===== config.mk =====
export PLATFORM = sky130hd
export DESIGN_NAME = bus_capture_log
export DESIGN_NICKNAME = d
export VERILOG_FILES = /design/src/rtl/bus_capture_log_pkg.sv /design/src/rtl/ram32x9_dp.sv /design/src/rtl/bus_capture_log.sv
export SDC_FILE = /design/constraint.sdc
export NUM_CORES = 1
export LEC_CHECK = 0
export BUFFER_PORTS_ARGS = -buffer_cell sky130_fd_sc_hd__buf_4
export CORE_ASPECT_RATIO = 0.9
export CORE_MARGIN = 4
export CORE_UTILIZATION = 35
export DETAILED_ROUTE_END_ITERATION = 6
export GPL_ROUTABILITY_DRIVEN = 0
export HOLD_SLACK_MARGIN = 0.15
export PLACE_DENSITY = 0.47
export RECOVER_POWER = 25
export SLEW_MARGIN = 20
export SYNTH_ARGS = -nofsm -noshare
export SYNTH_HDL_FRONTEND = slang
export SYNTH_SLANG_ARGS = --single-unit
export TNS_END_PERCENT = 100

===== constraint.sdc =====
create_clock -name Clock -period 3.7 [get_ports Clock]
set_input_delay 0.37 -clock Clock [delete_from_list [all_inputs] [get_ports Clock]]
set_output_delay 0.37 -clock Clock [all_outputs]
set_load 0.01 [all_outputs]

===== src/rtl/bus_capture_log_pkg.sv =====
// Shared defaults and state encoding for the bus trace capture logger.
package bus_capture_log_pkg;

  localparam int unsigned WIDTH_DEF     = 9;
  localparam int unsigned ADDR_BITS_DEF = 5;

  typedef enum logic [1:0] {
    ST_IDLE  = 2'd0,
    ST_ARMED = 2'd1,
    ST_FULL  = 2'd2
  } state_t;

endpackage


===== src/rtl/ram32x9_dp.sv =====
// Trace RAM: one write port, one registered read port, read-before-write on collision.
module ram32x9_dp #(
  parameter int unsigned WIDTH     = 9,
  parameter int unsigned ADDR_BITS = 5
) (
  input  logic                 clk_i,
  input  logic                 rst_i,
  input  logic                 we_i,
  input  logic [ADDR_BITS-1:0] waddr_i,
  input  logic [WIDTH-1:0]     wdata_i,
  input  logic [ADDR_BITS-1:0] raddr_i,
  output logic [WIDTH-1:0]     rdata_o
);

  logic [WIDTH-1:0] mem [2**ADDR_BITS];

  // Contents survive reset; only the read register is cleared.
  always_ff @(posedge clk_i) begin
    if (we_i) mem[waddr_i] <= wdata_i;
  end

  always_ff @(posedge clk_i) begin
    if (rst_i) rdata_o <= '0;
    else       rdata_o <= mem[raddr_i];
  end

endmodule


===== src/rtl/bus_capture_log.sv =====
// Records the processor bus on each rising edge of Done into a 32-entry trace RAM.
module bus_capture_log
  import bus_capture_log_pkg::*;
#(
  parameter int unsigned WIDTH     = WIDTH_DEF,
  parameter int unsigned ADDR_BITS = ADDR_BITS_DEF
) (
  input  logic                 Clock,
  input  logic                 Reset,
  input  logic                 Arm,
  input  logic                 Stop,
  input  logic                 Done,
  input  logic [WIDTH-1:0]     Bus,
  input  logic [ADDR_BITS-1:0] RdAddr,
  output logic [WIDTH-1:0]     RdData,
  output logic [ADDR_BITS:0]   Count,
  output logic                 Capturing,
  output logic                 Full,
  output logic                 Overflow
);

  localparam logic [ADDR_BITS:0] DepthCnt = (ADDR_BITS+1)'(2**ADDR_BITS);

  state_t               state_q, state_d;
  logic [ADDR_BITS:0]   count_q, count_d;
  logic                 ovf_q, ovf_d;
  logic                 done_q;
  logic                 cap_q, full_q;
  logic                 capture;
  logic                 we;

  assign capture = Done & ~done_q;

  always_comb begin
    state_d = state_q;
    count_d = count_q;
    ovf_d   = ovf_q;
    we      = 1'b0;
    // Arm clears from any state and masks a coincident capture event.
    if (Arm) begin
      state_d = ST_ARMED;
      count_d = '0;
      ovf_d   = 1'b0;
    end else begin
      unique case (state_q)
        ST_IDLE: ;
        ST_ARMED: begin
          if (capture) begin
            we      = 1'b1;
            count_d = count_q + 1'b1;
            if (count_d == DepthCnt) state_d = ST_FULL;
          end
          if (Stop) state_d = ST_IDLE;
        end
        ST_FULL: begin
          if (capture) ovf_d = 1'b1;
          if (Stop) state_d = ST_IDLE;
        end
        default: state_d = ST_IDLE;
      endcase
    end
  end

  always_ff @(posedge Clock) begin
    if (Reset) begin
      state_q <= ST_IDLE;
      count_q <= '0;
      ovf_q   <= 1'b0;
      done_q  <= 1'b0;
      cap_q   <= 1'b0;
      full_q  <= 1'b0;
    end else begin
      state_q <= state_d;
      count_q <= count_d;
      ovf_q   <= ovf_d;
      done_q  <= Done;
      cap_q   <= (state_d == ST_ARMED);
      full_q  <= (state_d == ST_FULL);
    end
  end

  ram32x9_dp #(
    .WIDTH     (WIDTH),
    .ADDR_BITS (ADDR_BITS)
  ) u_ram (
    .clk_i   (Clock),
    .rst_i   (Reset),
    .we_i    (we),
    .waddr_i (count_q[ADDR_BITS-1:0]),
    .wdata_i (Bus),
    .raddr_i (RdAddr),
    .rdata_o (RdData)
  );

  assign Count     = count_q;
  assign Capturing = cap_q;
  assign Full      = full_q;
  assign Overflow  = ovf_q;

endmodule


-- After elaboration in Yosys (flattened, before gate mapping)
Memories as Yosys holds them, arrays and structs flattened. A register that Yosys moved wholly into a read port is not among the register bits.
Index checks and enable logic that the tools add are counted.
- add/sub/neg operators: 1
- equality and inequality tests: 5
- multiplexer cells: 11
- bitwise gates (word level): 2
- reductions and logical operators: 4
- operators by type and width (kind ; number):
    2-to-1 mux 2 bit ; 5
    adder 6 x 1 -> 6 bit (second input constant) ; 1
    == test 6 bit (second input constant) ; 1
    case mux 2 bit (3 select lines) ; 1
    2-to-1 mux 1 bit ; 5
    == test 2 x 1 -> 1 bit (second input constant) ; 2
    == test 2 bit (second input constant) ; 2
    AND reduction 2 bit ; 2
    zero test 2 bit ; 1
    OR reduction 2 bit ; 1
    bitwise AND 1 bit ; 1
    NOT 1 bit ; 1
- flip-flop bits (word level): 12
- memory bits (writable): 288
- input bits: 19
- output and inout bits: 18
- logic and storage cells: 30
- memories: 1
- memories (memory ; depth ; width ; rd ports ; clocked after memory_dff ; write ports ; RTL line ; RTL):
    u_ram.mem ; 32 ; 9 ; 1 ; 1 ; 1 ; ram32x9_dp.sv:15 ; logic [WIDTH-1:0] mem [2**ADDR_BITS];

-- Logic depth before layout (Yosys ltp)
Gate-level depths: netlist (run 1).
- depth after elaboration: 8
- gate-level depth with buffers: 8
- depth with buffers taken out: 4

-- Modules after synthesis
A second synthesis (run 1) with hierarchy kept.
- cell total of the unflattened synthesis: 576
- area, all modules: 11937.7 µm²
- by module, submodules not included (module ; instances ; cells each ; area each (µm²) ; seq. area each (µm²)):
    ram32x9_dp ; 1 ; 519 ; 11384.7 ; 8828.5
    bus_capture_log ; 1 ; 57 ; 553.0 ; 240.2

-- Least setup slack after synthesis (run 1)
No wires, ideal clock.
- kind: input to register
- start point: input port Done
- end point: memory u_ram.mem[11][0], enable pin
- library setup time: 0.374 ns
- data arrival time: 1.677 ns
- data required time: 3.326 ns
- setup slack: 1.649 ns
- cell stages on the path: 5
- path buffers: 1
- cell sequence: nor4bb_1 -> clkbuf_1 -> and2_1 -> nand2_1 -> nor2_1
- longest elaborated chain between the ends: 6
- RTL lines (item ; RTL line ; RTL):
    from (decl) ; bus_capture_log.sv:12 ; input logic Done,
    bitwise AND 1 bit ; bus_capture_log.sv:32 ; assign capture = Done & ~done_q;
    2-to-1 mux 1 bit ; bus_capture_log.sv:48 ; if (capture) begin
    2-to-1 mux 1 bit ; bus_capture_log.sv:45 ; unique case (state_q)
    2-to-1 mux 1 bit ; bus_capture_log.sv:40 ; if (Arm) begin
    2-to-1 mux 1 bit ; ram32x9_dp.sv:19 ; if (we_i) mem[waddr_i] <= wdata_i;
    2-to-1 mux 1 bit (implied by the code) ; ram32x9_dp.sv:19 ;
    to (decl) ; ram32x9_dp.sv:15 ;
No other way between the ends.

-- Final worst setup path (run 1)
- start point: input port Done
- end point: memory u_ram.mem[31][7], enable pin
Same word-level chain as after synthesis.

==> flow_summary_export.csv, run 1 <==
group,metric,value,unit
power,portion_of_total_power_attributed_to_the_clock_network,0.429,
setup_path,critPathCaptureType,"register",
run,maxCapViolations,8,
logic_synthesis,synthTopCellsByArea,"edfxtp_1 (71%), mux4_1 (6.9%), mux4_2 (5.7%)",
detailed_routing,initialDrtViolationCount,402,
detailed_routing,post_drt_via_cell_ratio,5.09,
detailed_routing,drt_pass1_iterations,5,
sta,timing.final.setup_violations,0,
power,switching_power,1.46,mW
logic_synthesis,synth_top_cell_by_area,"edfxtp_1",
final_layout,area.growth.synth_to_final,14.6,%
logic_synthesis,synth_cell_type_count,45,
logic_synthesis,yosys_warnings,0,
floorplan,start_util,0.356,
logic_synthesis,synth.yosys.seq_area_share,0.745,
logic_synthesis,synth_seq_cells,309,
setup_path,cp_slowest_stage_delay,0.75,ns
sta,maxClockFrequency,387,MHz
final_layout,final_core_utilization,0.408,
final_layout,final_cell_mix,"edfxtp_1 (288), buf_4 (53), nor2_1 (45)",
placement,io_buffers,36,
status,status,"complete, but fails checks",
clocking,post_cts_buffers,0,
logic_synthesis,average_size_of_a_mapped_cell,20.7,sq um
floorplan,height_of_the_chip,185,um
setup_path,worstReg2RegEnd,"u_ram.mem[31][7]",
grt,grt_first_pass_wirelength,40.2,mm
logic_synthesis,ys_dominant_reg_cell,"edfxtp_1",
setup_path,critPathTopFamily,"simple AND/OR/NAND/NOR gates",
sta,post-route-worst-setup-slack,1.11,ns
sta,max-slew-margin-rel,-0.0846,
setup_path,cp.buffers_inverters,3,
grt,grt_use_total,0.144,
floorplan,die_width,205,um
setup_path,reg2reg_from,"state_q[1]",
clocking,post_cts.resized_instances,0,
status,failed_checks,"max-capacitance violations, max-slew violations",
grt,antenna_violations_before_repair,0,
floorplan,rows,64,
placement,detailed_place_hpwl,16.8,mm
clocking,cts_sinks,309,
final_layout,final_layout_size_suffix_gt1_frac,0.199,
placement,placement.setup.worst_slack,1.11,ns
sta,worst_clock_skew,0.0176,ns
power,combinationalPowerShare,0.043,
logic_synthesis,post_synth_inst_count,587,
floorplan,io_pins,37,
worst_hold_path,hold-path-endpoint,"u_ram.rdata_o[1]",
logic_synthesis,post_synth_instance_area,12200,sq um
sta,grt_setup_unrepaired,"false",
detailed_routing,route.detailed.drc,0,
grt,first_global_vias,6054,
logic_synthesis,synth_largest_type_area_fraction,0.711,
clocking,numCtsBuffers,34,
worst_hold_path,worst_hold_path_type,"input port to register",
setup_path,worst-setup-path-type,"input port to register",
final_layout,finish.net_count,681,
setup_path,critPathLaunchType,"input port",
power,power.density_cell_area,521,nW/um^2
clocking,cts_tree,"done",
setup_path,critical_path.most_common_cell,"buf_4",
sta,timing.setup.tns,0,ns
detailed_routing,ant_nets,0,
grt,grt_start_max_net_pins,41,
sta,slew_worst_pin,1.63,ns
power,power.share.sequential,0.528,
detailed_routing,routed_wl,26.9,mm
worst_hold_path,min_path_cells,2,
sta,finalHoldViolCount,0,
sta,final.period_utilization,0.699,
logic_synthesis,synth_fp_nets,610,
setup_path,crit_path_cell_chain,"dlygate4sd3_1, buf_4, nor4bb_1, buf_4, and2_1, nand2_1, nor2_1",
power,max-vdd-ir-drop,0.273,mV
sta,timing.final.max_slew_violations,265,
final_layout,mostFrequentLayoutCell,"edfxtp_1",
clocking,clk_transition_reported_paths,0.06,ns
detailed_routing,avgRoutedWirePerCell,23.5,um
setup_path,cp.required,3.82,ns
setup_path,crit_start,"Done",
worst_hold_path,worstHoldStart,"RdAddr[4]",
floorplan,placeableCoreArea,34200,sq um
grt,overflow,0,
power,power_report.internal_total,5.81,mW
logic_synthesis,synth_edf_count,288,
clocking,ctsLongestPathBuffers,3,
setup_path,path_max_fanout,9,
clocking,clk_latency,0.50,ns
setup_path,cp_slowest_cell,"nor2_1",
setup_path,worst_ep_arrival_time,2.71,ns
floorplan,area_of_the_die,37800,sq um
clocking,h-tree-depth,2,
setup_path,ff2ff_path_depth,5,
power,leakage,4.58,nW
detailed_routing,vias,5812,
sta,fin_crit,2.59,ns
logic_synthesis,synth_async_sr_flop_share,0,
power,switching_share,0.201,
setup_path,r2r_slack,1.28,ns
clocking,clock-root-buffer,"clkbuf_16",
clocking,ctsHoldBuffers,2,
[metrics by stage]
stage | area, sq um | cells | total power [mW] | hold WS [ns]
4_1_cts | 14000 | 1140 | 7.36 | 0.152
2_1_floorplan | 12200 | 587 | 4.10 | 0.446
5_1_grt | 13900 | 1140 | 7.54 | 0.165
6_report | 14000 | 1141 | 7.27 | 0.170
3_5_place_dp | 12900 | 1082 | 4.24 | 0.480
3_3_place_gp | 12900 | 1082 | 4.23 | 0.477
[cell usage after synthesis, types with 2 or more instances]
library cell,count
inv_1,4
buf_6,8
nor3b_1,3
nand4_1,3
a21oi_1,3
nand2_1,13
mux2i_1,37
nor2_1,45
nor2b_1,4
xor2_1,4
nand3_1,3
nand3b_1,3
ha_1,4
a31oi_1,10
o2111ai_1,3
buf_12,3
o21ai_0,3
clkbuf_1,5
buf_4,5
edfxtp_1,288
o21ai_1,4
a221o_1,9
mux4_1,32
a22oi_1,9
clkbuf_8,5
dfxtp_1,21
a221oi_1,6
and2_1,2
or3b_2,2
mux4_2,31
[registers in the layout, summed over array words and instances, names as in the netlist]
name	flops
state_q	2
Overflow	1
u_ram.rdata_o	9
done_q	1
Capturing	1
u_ram.mem	288
Count	6
Full	1
[kinds of logic after synthesis]
group           Yosys count  share of synthesized area
flops                   309                      0.745
mux                     100                      0.157
simple gates             86                     0.0341
compound gates           48                     0.0293
buf+inv                  35                     0.0268
xor+xnor                  5                    0.00360
fa+ha+maj                 4                    0.00411
[cell type report]
class	count	area, sq um
Fill cell	3073	20200
Sequential cell	309	9070
Multi-Input combinational cell	243	2780
Clock buffer	40	895
Tap cell	462	578
Timing Repair Buffer	65	488
Clock inverter	16	126
Inverter	5	18.8
Antenna cell	1	2.50
[worst max path at each step]
stage / endpoint / depth (start not counted)
detailed placement: u_ram.mem[31][6] / 6
global placement: u_ram.mem[15][3] / 6
CTS: u_ram.mem[31][7] / 7
global route: u_ram.mem[31][7] / 7
finish: u_ram.mem[31][7] / 7
floorplan: u_ram.mem[11][0] / 5
[routing by layer]
metal  global-route usage  part of all wire  wire [um]  up-vias
met3               0.0247             0.039       1040       28
met4               0.0303             0.015        408        0
met1                0.205              0.46      12500     3063
li1                     -                 -          -     2586
met5                    0                 0          0        -
met2                0.235              0.48      12900      135
[power groups by stage]
stage          logic (mW)  clock network [mW]  registers [mW]
2_1_floorplan       0.185                   0            3.91
4_1_cts             0.331                3.19            3.83
5_1_grt             0.342                3.36            3.84
3_5_place_dp        0.329                   0            3.91
3_3_place_gp        0.324                   0            3.91
6_report            0.316                3.12            3.84
Note: power is estimated with default switching activity, not from simulation.
==> run 2, diff against run 1 <==
--- a/config.mk
+++ b/config.mk
@@ -12,7 +12,7 @@
 export DETAILED_ROUTE_END_ITERATION = 6
 export GPL_ROUTABILITY_DRIVEN = 0
 export HOLD_SLACK_MARGIN = 0.15
-export PLACE_DENSITY = 0.47
+export PLACE_DENSITY = 0.49
 export RECOVER_POWER = 25
 export SLEW_MARGIN = 20
 export SYNTH_ARGS = -nofsm -noshare
==> constraint.sdc (replaced) <==
create_clock -name Clock -period 2.25 [get_ports Clock]
set_input_delay 0.225 -clock Clock [delete_from_list [all_inputs] [get_ports Clock]]
set_output_delay 0.225 -clock Clock [all_outputs]
set_load 0.01 [all_outputs]
==> flow_summary_export.csv, run 2 (synthesized netlist as in run 1, its figures left out) <==
group,metric,value,unit
detailed_routing,ant_nets,0,
floorplan,placeableCoreArea,34200,sq um
final_layout,finish.instance_area,14300,sq um
clocking,h-tree-depth,2,
power,power.density_cell_area,853,nW/um^2
power,leakage,4.77,nW
power,switching_power,2.44,mW
setup_path,cp_slowest_cell,"dlygate4sd3_1",
sta,post-route-worst-setup-slack,0.190,ns
grt,overflow,0,
setup_path,worst-setup-path-type,"input port to register",
detailed_routing,vias,6074,
setup_path,cp_slowest_stage_delay,0.58,ns
final_layout,num_antenna_cells,0,
sta,fin_crit,2.06,ns
power,switching_share,0.200,
power,power.share.sequential,0.518,
final_layout,final_cell_mix,"edfxtp_1 (288), buf_4 (71), nor2_1 (45)",
status,status,"complete, but fails checks",
placement,detailed_place_hpwl,17.6,mm
setup_path,critPathCaptureType,"register",
floorplan,start_util,0.356,
floorplan,io_pins,37,
final_layout,register_containing_the_most_flip_flops_in_the_final_layout,"u_ram.mem",
final_layout,finish.net_count,710,
floorplan,area_of_the_die,37800,sq um
setup_path,worst_ep_arrival_time,2.45,ns
setup_path,cp.required,2.64,ns
status,failed_checks,"max-capacitance violations, max-slew violations",
final_layout,largest_reg_flops,288,
floorplan,rows,64,
grt,grt_start_max_net_pins,33,
sta,max-slew-margin-rel,-0.148,
detailed_routing,drt_pass1_iterations,5,
detailed_routing,routed_wl,28.2,mm
placement,dp.cells,1102,
setup_path,critPathLaunchType,"input port",
final_layout,mostFrequentLayoutCell,"edfxtp_1",
clocking,clk_latency,0.50,ns
power,max-vdd-ir-drop,0.457,mV
final_layout,area.growth.synth_to_final,17.4,%
clocking,ctsLongestPathBuffers,3,
detailed_routing,initialDrtViolationCount,490,
sta,finalHoldViolCount,0,
power,combinationalPowerShare,0.045,
run,maxCapViolations,7,
clocking,clk_transition_reported_paths,0.06,ns
detailed_routing,avgRoutedWirePerCell,24.0,um
final_layout,final_core_utilization,0.418,
grt,first_global_vias,6286,
worst_hold_path,worst_hold_path_type,"input port to register",
setup_path,path_max_fanout,15,
setup_path,crit_path_cell_chain,"dlygate4sd3_1, buf_4, nor2b_1, a221o_1, a31oi_1, dlygate4sd3_1",
final_layout,final_layout_size_suffix_gt1_frac,0.227,
sta,final.period_utilization,0.916,
clocking,post_cts_buffers,0,
grt,grt_use_total,0.150,
sta,timing.final.setup_violations,0,
clocking,cts_tree,"done",
placement,place_area,13100,sq um
final_layout,fillers,3009,
setup_path,critical_path.most_common_cell,"dlygate4sd3_1",
floorplan,die_width,205,um
sta,timing.setup.tns,0,ns
clocking,clock-root-buffer,"clkbuf_16",
placement,placement.setup.worst_slack,0.209,ns
sta,worst_clock_skew,0.0205,ns
clocking,numCtsBuffers,34,
grt,grt_first_pass_wirelength,42.0,mm
power,report.power.total,12.2,mW
sta,maxClockFrequency,485,MHz
power,portion_of_total_power_attributed_to_the_clock_network,0.437,
sta,slew_worst_pin,1.72,ns
floorplan,height_of_the_chip,185,um
clocking,cts_sinks,309,
sta,grt_setup_unrepaired,"false",
detailed_routing,route.detailed.drc,0,
grt,antenna_violations_before_repair,0,
detailed_routing,post_drt_via_cell_ratio,5.19,
final_layout,fin_cells,1171,
sta,fin_hold_ws,0.467,ns
placement,io_buffers,36,
sta,timing.final.max_slew_violations,231,
power,power_report.internal_total,9.75,mW
## run 2: cell types whose count changed in the layout (fill, tap and decap cells not counted), moves of 3 or more
cell           delta
buf_4            +18
clkinv_2          -3
clkbuf_1          +3
clkbuf_8          +8
buf_12            +3
clkinv_1          -6
dlygate4sd3_1     +9
## run 2: power by group through the flow
stage	registers (mW)	logic, mW	clock network (mW)
floorplan	6.43	0.304	0
global placement	6.43	0.547	0
detailed placement	6.43	0.552	0
CTS	6.31	0.568	5.46
global route	6.31	0.592	5.71
finish	6.32	0.551	5.32
## run 2: layout make-up
class                   count  area (sq um)  area share
clock inverters             6          58.8     0.00412
flip-flops and latches    309          9070       0.635
multi-input cells         243          2780       0.194
inverters                   5          18.8     0.00131
clock buffers              52          1020      0.0714
well taps                 462           578      0.0405
repair buffers             94           769      0.0538
## run 2: repair_timing
action,in CTS,in global routing
hold buffers,11,0
endpoints found under the setup margin,0,1
resized for setup,0,1
endpoints found under the hold margin,48,0
## run 2: worst max-delay path, delay by kind of cell
family	cells	cell delay (ns)
buf+inv	3	1.34
compound gates	2	0.30
simple gates	1	0.57
## run 2: worst paths after layout
kind	cells past startpoint	startpoint	slack, ns	end
min reg2reg	2	Overflow	0.51	Overflow
max	6	RdAddr[3]	0.19	u_ram.rdata_o[2]
max reg2reg	5	Count[0]	0.19	state_q[1]
min	3	Stop	0.47	Full
## run 2: routing by layer
| metal | GRT usage | wire length (um) | up-vias |
|---|---|---|---|
| met2 | 0.243 | 13500 | 164 |
| met4 | 0.0439 | 671 | 0 |
| li1 | - | - | 2642 |
| met3 | 0.0247 | 1220 | 39 |
| met1 | 0.212 | 12800 | 3229 |
| met5 | 0 | 0 | - |
==> run 3, diff against run 2 <==
--- a/config.mk
+++ b/config.mk
@@ -12,7 +12,6 @@
 export DETAILED_ROUTE_END_ITERATION = 6
 export GPL_ROUTABILITY_DRIVEN = 0
 export HOLD_SLACK_MARGIN = 0.15
-export PLACE_DENSITY = 0.49
 export RECOVER_POWER = 25
 export SLEW_MARGIN = 20
 export SYNTH_ARGS = -nofsm -noshare
==> flow_summary_export.csv, run 3 (synthesized netlist as in run 1, its figures left out) <==
group,metric,value,unit
clocking,clk_transition_reported_paths,0.06,ns
grt,grt_first_pass_wirelength,40.2,mm
power,max-vdd-ir-drop,0.535,mV
floorplan,io_pins,37,
detailed_routing,avgRoutedWirePerCell,23.0,um
grt,grt_start_max_net_pins,36,
sta,fin_crit,2.08,ns
floorplan,placeableCoreArea,34200,sq um
status,status,"complete, but fails checks",
sta,maxClockFrequency,481,MHz
setup_path,critPathCaptureType,"register",
setup_path,critPathTopFamily,"buffers and inverters",
setup_path,r2r_slack,0.17,ns
sta,max-slew-margin-rel,-0.0130,
sta,slew_worst_pin,1.52,ns
sta,timing.setup.tns,0,ns
power,power.density_cell_area,846,nW/um^2
setup_path,crit_path_cell_chain,"buf_4, nand3_1, mux2i_1, o31ai_2, nor3b_2, dlygate4sd3_1",
sta,worst_clock_skew,0.0146,ns
detailed_routing,vias,6008,
final_layout,finish.instance_area,14300,sq um
worst_hold_path,worst_hold_path_type,"input port to register",
floorplan,die_width,205,um
clocking,post_cts_buffers,0,
final_layout,area.growth.synth_to_final,17.7,%
worst_hold_path,min_path_cells,3,
clocking,cts_tree,"done",
sta,timing.final.max_slew_violations,99,
grt,antenna_violations_before_repair,0,
run,maxCapViolations,3,
final_layout,largest_reg_flops,288,
sta,grt_setup_unrepaired,"false",
sta,timing.final.setup_violations,0,
final_layout,final_layout_size_suffix_gt1_frac,0.230,
floorplan,start_util,0.356,
setup_path,cp_slowest_cell,"dlygate4sd3_1",
detailed_routing,initialDrtViolationCount,552,
setup_path,ff2ff_path_depth,6,
setup_path,cp.buffers_inverters,2,
sta,fin_hold_ws,0.429,ns
worst_hold_path,worstHoldStart,"Stop",
floorplan,height_of_the_chip,185,um
placement,place_area,13100,sq um
detailed_routing,routed_wl,27.0,mm
clocking,numCtsBuffers,30,
placement,io_buffers,36,
final_layout,mostFrequentLayoutCell,"edfxtp_1",
setup_path,path_max_fanout,10,
setup_path,critPathLaunchType,"register",
status,failed_checks,"max-capacitance violations, max-slew violations",
detailed_routing,route.detailed.drc,0,
grt,overflow,0,
final_layout,finish.net_count,713,
detailed_routing,post_drt_via_cell_ratio,5.11,
placement,detailed_place_hpwl,17.0,mm
power,report.power.total,12.1,mW
final_layout,fillers,2986,
clocking,clock-root-buffer,"clkbuf_16",
grt,first_global_vias,6174,
setup_path,reg2reg_from,"Count[2]",
setup_path,cp_slowest_stage_delay,0.56,ns
floorplan,rows,64,
sta,finalHoldViolCount,0,
clocking,h-tree-depth,1,
setup_path,worst-setup-path-type,"register to register",
sta,post-route-worst-setup-slack,0.172,ns
setup_path,worst_ep_arrival_time,2.57,ns
setup_path,cp.required,2.74,ns
clocking,ctsLongestPathBuffers,3,
clocking,clk_latency,0.55,ns
clocking,cts_sinks,309,
final_layout,register_containing_the_most_flip_flops_in_the_final_layout,"u_ram.mem",
grt,grt_use_total,0.143,
sta,final.period_utilization,0.924,
floorplan,area_of_the_die,37800,sq um
power,leakage,4.79,nW
setup_path,worstReg2RegEnd,"state_q[1]",
placement,placement.setup.worst_slack,0.123,ns
detailed_routing,drt_pass1_iterations,4,
worst_hold_path,hold-path-endpoint,"Full",
detailed_routing,ant_nets,0,
final_layout,final_cell_mix,"edfxtp_1 (288), buf_4 (74), nor2_1 (45)",
[run 3: cell types whose count changed in the layout (fill, tap and decap cells not counted), moves of 3 or more]
| cell | before | now |
|---|---|---|
| clkbuf_8 | 8 | 0 |
| clkinv_2 | 1 | 9 |
| clkbuf_1 | 16 | 9 |
| dlygate4sd3_1 | 11 | 17 |
| bufinv_16 | 1 | 6 |
| clkbuf_16 | 35 | 31 |
| buf_4 | 71 | 74 |
| clkinv_1 | 2 | 5 |
[run 3: timing repair]
action,CTS,global route
hold endpoints to repair,309,0
endpoints found under the setup margin,0,1
hold buffers,17,0
gates resized for setup,0,2
[run 3: metal layers]
layer,global-route usage,vias to the layer above,share of wire
li1,-,2655,-
met1,0.200,3122,0.44
met2,0.233,183,0.48
met3,0.0257,48,0.054
met4,0.0402,0,0.029
met5,0,-,0
[run 3: final cells by class]
type	instances	area, sq um	area share
Sequential cell	309	9070	0.633
Clock inverter	21	251	0.0176
Antenna cell	1	2.50	0.000175
Tap cell	462	578	0.0404
Clock buffer	34	787	0.0550
Timing Repair Buffer	101	828	0.0578
Inverter	5	18.8	0.00131
Multi-Input combinational cell	243	2790	0.194
[run 3: through the flow]
| stage | util | std cells |
|---|---|---|
| finish | 0.419 | 1176 |
| global route | 0.419 | 1175 |
| CTS | 0.419 | 1175 |
| detailed placement | 0.384 | 1103 |
| global placement | 0.384 | 1103 |
| floorplan | - | 587 |
[run 3: power by group]
| part | internal [mW] | leakage [nW] | switching, mW |
|---|---|---|---|
| sequential | 6.30 | 2.76 | 0.0153 |
| combinational | 0.228 | 1.52 | 0.328 |
| clock | 3.18 | 0.514 | 2.06 |
[run 3: worst max-delay path by stage]
stage                    start                to  slack, ns  cells after the start
global placement     RdAddr[1]  u_ram.rdata_o[2]       0.13                      6
detailed placement   RdAddr[1]  u_ram.rdata_o[2]       0.12                      6
global route          Count[3]        state_q[1]       0.03                      6
CTS                   Count[2]        state_q[1]       0.16                      6
floorplan           state_q[1]  u_ram.mem[11][0]       0.25                      5
finish                Count[2]        state_q[1]       0.17                      6
[run 3: worst register-to-register path, cell delays in order (launching register included)]
cell           delay (ns)
dfxtp_1              0.49
buf_4                0.24
nand3_1              0.11
mux2i_1              0.19
o31ai_2              0.26
nor3b_2              0.18
dlygate4sd3_1        0.56
